## config.mk

```make
export PLATFORM = sky130hd
export DESIGN_NAME = main_buff_loader
export DESIGN_NICKNAME = d
export VERILOG_FILES = /design/src/rtl/main_buff_loader.sv
export SDC_FILE = /design/constraint.sdc
export NUM_CORES = 1
export LEC_CHECK = 0
export ABC_AREA = 1
export CORE_ASPECT_RATIO = 1.1
export CORE_MARGIN = 1
export CORE_UTILIZATION = 47
export CTS_CLUSTER_SIZE = 16
export DETAILED_ROUTE_END_ITERATION = 12
export PLACE_DENSITY = 0.82
export SLEW_MARGIN = 20
export SYNTH_ARGS = -nofsm -noshare
export SYNTH_HDL_FRONTEND = slang
export SYNTH_SLANG_ARGS = --single-unit
export TNS_END_PERCENT = 30
```

## constraint.sdc

```tcl
create_clock -name clk -period 3.5 [get_ports clk]
set_input_delay 0.7 -clock clk [delete_from_list [all_inputs] [get_ports clk]]
set_output_delay 0.7 -clock clk [all_outputs]
set_load 0.01 [all_outputs]
```

## src/rtl/main_buff_loader.sv

```systemverilog
// Writer side of main_buff: fetches a 16-word (8x8 byte) window from external word memory
// and replays each word into main_buff's write port, one outstanding read at a time.
module main_buff_loader #(
    parameter int MEM_AW     = 16,
    parameter int ROW_STRIDE = 2
) (
    input  logic              clk,
    input  logic              rst,
    input  logic              start,
    input  logic [MEM_AW-1:0] base_addr,
    output logic              mem_rd,
    output logic [MEM_AW-1:0] mem_addr,
    input  logic              mem_valid,
    input  logic [31:0]       mem_data,
    output logic              writeEn,
    output logic [5:0]        address,
    output logic [31:0]       memory_input,
    output logic              busy,
    output logic              done
);

    localparam logic [2:0] S_IDLE = 3'd0;
    localparam logic [2:0] S_REQ  = 3'd1;
    localparam logic [2:0] S_WAIT = 3'd2;
    localparam logic [2:0] S_WR   = 3'd3;
    localparam logic [2:0] S_DONE = 3'd4;

    logic [2:0]        state;
    logic [3:0]        k;
    logic [MEM_AW-1:0] base;
    logic [31:0]       data;
    logic [MEM_AW-1:0] row_off;
    logic [MEM_AW-1:0] rd_addr;

    always_ff @(posedge clk) begin
        if (rst) begin
            state <= S_IDLE;
            k     <= '0;
            base  <= '0;
            data  <= '0;
        end else begin
            case (state)
                S_IDLE: begin
                    if (start) begin
                        base  <= base_addr;
                        k     <= '0;
                        state <= S_REQ;
                    end
                end
                S_REQ: state <= S_WAIT;
                S_WAIT: begin
                    if (mem_valid) begin
                        data  <= mem_data;
                        state <= S_WR;
                    end
                end
                S_WR: begin
                    if (k == 4'd15) begin
                        state <= S_DONE;
                    end else begin
                        k     <= k + 4'd1;
                        state <= S_REQ;
                    end
                end
                S_DONE:  state <= S_IDLE;
                default: state <= S_IDLE;
            endcase
        end
    end

    // Word k lives at row k/2, half k%2; arithmetic wraps at MEM_AW bits.
    always_comb begin
        row_off = MEM_AW'(k[3:1]) * MEM_AW'(ROW_STRIDE);
        rd_addr = base + row_off + MEM_AW'(k[0]);
    end

    always_comb begin
        mem_rd       = 1'b0;
        mem_addr     = '0;
        writeEn      = 1'b0;
        address      = '0;
        memory_input = '0;
        busy         = (state != S_IDLE);
        done         = (state == S_DONE);
        if (state == S_REQ) begin
            mem_rd   = 1'b1;
            mem_addr = rd_addr;
        end
        if (state == S_WR) begin
            writeEn      = 1'b1;
            address      = {2'b00, k};
            memory_input = data;
        end
    end

endmodule

```

# Word level (Yosys, flattened, before mapping)
# Index checks and enable logic that the tools add are counted.
classes:
  add_sub_neg: 3
  multipliers: 0
  div: 0
  n_lt_le_gt_ge: 0
  n_eq_ne: 8
  n_shift: 0
  muxes: 12
  n_bitwise: 0
  n_reduce_logical: 7
ops:
  columns: ["operator", "count"]
  rows:
  - ["$mux 32", 1]
  - ["$add 16x1->16", 1]
  - ["$add 16x4->16", 1]
  - ["$mux 16", 1]
  - ["$mux 4", 3]
  - ["$pmux 3 s4", 1]
  - ["$mux 3", 3]
  - ["$pmux 4 s2", 1]
  - ["$eq 3x2->1 const B", 2]
  - ["$ne 2x2->1 const B", 3]
  - ["$reduce_and 2->1", 3]
  - ["$add 4x1->4 const B", 1]
  - ["$eq 4x4->1 const B", 1]
  - ["$eq 3x1->1 const B", 1]
  - ["$eq 3x3->1 const B", 1]
  - ["$logic_not 3->1", 1]
  - ["$reduce_and 3->1", 1]
  - ["$reduce_bool 3->1", 1]
  - ["$mux 1", 2]
  - ["$reduce_bool 2->1", 1]
word_totals:
  reg_bits: 55
  latchBits: 0
  mem_bits_rw: 0
  rom_bits: 0
  inputBits: 52
  mem_count: 0

# Depth between registers and ports, before layout
depth:
  depth_word: 3
  ltp_mapped: 11
  ltp_nobuf: 11

# Worst setup path after synthesis
# Ideal clock, no wire load.
synth_timing:
  kind: "register -> output"
  startpoint: "register k[0]"
  endpoint: "output port mem_addr[10]"
  arrival_time_ns: 1.653
  setup_slack_ns: 1.147
  path_stages_with_launch: 11
  n_path_buf: 0
  path_cell_list: "dfxtp_1 > ha_1 > inv_1 > fa_1 > inv_1 > nand3_1 > nand2_1 > nand2_1 > nor2_1 > nor2_1 > nor2_1"
synth_between:
  elab_chain_cells: 2
synth_rtl:
  columns: ["item", "line_no", "text"]
  rows:
  - ["start: declaration", "29", "logic [3:0] k;"]
  - ["start signal: assignment", "61", "k <= k + 4'd1;"]
  - ["$add 16x1->16", "74", "rd_addr = base + row_off + MEM_AW'(k[0]);"]
  - ["$mux 16", "85", "if (state == S_REQ) begin"]
  - ["end: declaration", "12", "output logic [MEM_AW-1:0] mem_addr,"]
# No other way between the ends.

# Worst setup path in the final report
# Ends and elaborated chain as after synthesis.

==> flow_metrics.py <==
metrics = {
    "cts": {
        "cts_root_buffer": "clkbuf_8",
        "htreeDepth": 2,
        "cts_tree": "done",
        "cts_sinks": 55,
        "cts-hold-fix-buffers": 0,
        "insertion_delay_ns": 0.31,
        "cts_max_path_buffers": 2,
        "cts_buffers": 5,
        "clk_pin_slew_ns": 0.10,
    },
    "grt": {
        "grt_use_total": 0.247,
        "grt_max_degree": 65,
        "overflow": 0,
        "grt_pass1_wl_um": 11700,
        "antenna_found_initial": 0,
        "grt_pass1_vias": 2747,
    },
    "synthesis": {
        "yosysSeqAreaShare": 0.398,
        "yosys_warnings": 0,
        "synth_area_leaders": "dfxtp_1 (40%), a21oi_1 (12%), inv_1 (10%)",
        "syn_inst": 422,
        "synth_top_area_frac": 0.398,
        "avgSynthCellArea_um2": 6.55,
        "yosysUniqueCellTypes": 23,
        "ys_ff_latch": 55,
        "yosysTopAreaCell": "dfxtp_1",
        "synth_area_um2": 2770,
    },
    "die": {
        "die_w_um": 75.1,
        "rows": 28,
        "core_region_area_um2": 5540,
        "die_area_um2": 6190,
        "boundaryPins": 110,
        "dieHeight_um": 82.4,
        "start_util": 0.500,
    },
    "sta": {
        "slew_violations": 0,
        "tightestPinTransition_ns": 1.02,
        "finalClockSkew_ns": 0.00306,
        "finalSetupTns_ns": 0,
        "hold_violations": 0,
        "period_needed_ns": 3.35,
        "hold_ws_ns": 0.456,
        "max_freq_mhz": 299,
        "rsz0062_at_grt": "false",
        "setup_viol": 0,
        "slew_headroom": 0.318,
        "period_share": 0.956,
    },
    "power": {
        "ir_drop_mv": 0.209,
        "leakagePower_nw": 1.50,
        "powerDensity_nw_per_um2": 403,
        "total_power_w": 0.00161,
    },
    "setup_path": {
        "path_cells": "ha_1 -> inv_1 -> fa_1 -> inv_1 -> nand3_1 -> nand2_1 -> nand2_1 -> nor2_2 -> nor2_1 -> nor2_1 -> clkdlybuf4s50_1",
        "path_max_fanout": 5,
        "max_stage_delay_ns": 0.55,
        "cp_slowest_cell": "clkdlybuf4s50_1",
        "critPathKind": "flip-flop to primary output",
        "cp-start-kind": "flip-flop",
        "arrival_ns": 2.65,
        "endpoint_kind": "primary output",
        "required_ns": 2.80,
    },
    "worst_hold_path": {
        "hp-class": "flip-flop to flip-flop",
    },
    "layout": {
        "layout.nets": 579,
        "instances_no_fill": 596,
        "drive_gt1_frac": 0.0384,
        "area.sequential_um2": 1100,
        "fill_cells": 474,
        "area_growth_pct": 44.2,
        "multiInputGateArea_um2": 1290,
        "n_antenna_cell": 0,
    },
    "drt": {
        "vias_per_cell": 4.96,
        "drt.antenna.violating_nets": 0,
        "wl_met1_um": 3010,
        "highest_layer": "met4",
        "met2WireLength_um": 3630,
        "wl_per_cell_um": 12.3,
        "drtIter0Drc": 121,
        "drc_errors": 0,
        "drt_wl_total_um": 7360,
        "first_pass_iters": 4,
        "vias": 2957,
        "wl_met3_um": 632,
    },
    "place": {
        "gp_congestion": 0.841,
        "dpl.hpwl_um": 5420,
        "io_buffer_count": 107,
        "post-place-cells": 589,
    },
    "job": {
        "drv_cap": 0,
    },
    "outcome": {
        "status": "completed",
    },
}
==> synthesized netlist by cell type (all sizes together) <==
library cell	n
nor3b	1
a21oi	64
nand2	44
o22ai	1
nand3	23
clkbuf	12
o21ai	56
or2	1
conb	1
fa	1
nor2	71
inv	75
ha	5
nand4	1
nor3	2
buf	9
dfxtp	55
==> flip-flops by register name, indices dropped and copies added, names as in the netlist <==
signal and flops:
state 3, base 16, k 4, data 32
==> where the power goes <==
| group | leakage, nW | internal, W | switching (W) |
|---|---|---|---|
| Combinational | 0.999 | 0.000191 | 0.000240 |
| Clock | 0.0502 | 0.000209 | 0.000206 |
| Sequential | 0.450 | 0.000706 | 0.0000526 |
| Total | 1.50 | 0.00111 | 0.000499 |
==> critical path, delay by kind of cell (launching register included) <==
family                     cells  cell delay (ns)
buffers and inverters          3             0.71
DFF                            1             0.38
adders and majority gates      2             0.56
and+or+nand+nor                6             0.69
==> timing repair <==
item                                    4_1_cts  5_1_grt
resized for setup                             0        2
endpoints found under the setup margin        0        2
setup buffers                                 0        0
==> final timing paths <==
kind | slack (ns) | to | startpoint | cells after the start
setup / recovery | 0.15 | mem_addr[10] | k[0] | 11
hold / removal | 0.46 | data[10] | data[10] | 2
setup reg to reg | 1.40 | data[24] | state[2] | 4
hold reg to reg | 0.46 | data[10] | data[10] | 2
==> layout make-up <==
class                   count  area share
well taps                  75      0.0235
clock inverters             2     0.00942
repair buffers            112       0.278
inverters                  75      0.0706
clock buffers               5      0.0173
flip-flops and latches     55       0.277
multi-input cells         272       0.325
==> placed cells by master (no fill, tap or decap), drive strengths merged <==
master,synthesis,routed
fa,1,1
buf,9,5
conb,1,2
nor2,71,71
o22ai,1,1
ha,5,5
nand2,44,44
clkdlybuf4s50,0,107
a21oi,64,64
inv,75,75
nor3,2,2
clkinvlp,0,1
o21ai,56,56
or2,1,1
dfxtp,55,55
bufinv,0,1
clkbuf,12,5
nor3b,1,1
nand4,1,1
nand3,23,23
==> cell families (layout without fill, tap and decap cells) <==
kind of cell,Yosys count,after routing,synth area share
other cells,1,2,0.00136
flops,55,55,0.398
fa+ha+maj,6,6,0.0299
simple gates,143,143,0.215
compound gates,121,121,0.219
buf+inv,96,194,0.136
==> stage by stage <==
step	area, um2	setup slack, ns	util
after floorplan	2770	1.15	-
after global placement	3880	0.579	0.700
after detailed placement	3880	0.441	0.700
after CTS	3980	0.0904	0.719
after global routing	3990	0.00122	0.720
final	3990	0.154	0.720
==> metal layers <==
| layer | up-vias | track usage |
|---|---|---|
| met5 | - | 0 |
| met4 | 0 | 0.0981 |
| met3 | 9 | 0.0825 |
| met2 | 104 | 0.438 |
| met1 | 1319 | 0.270 |
| li1 | 1525 | - |
(Power assumes the default switching activity.)
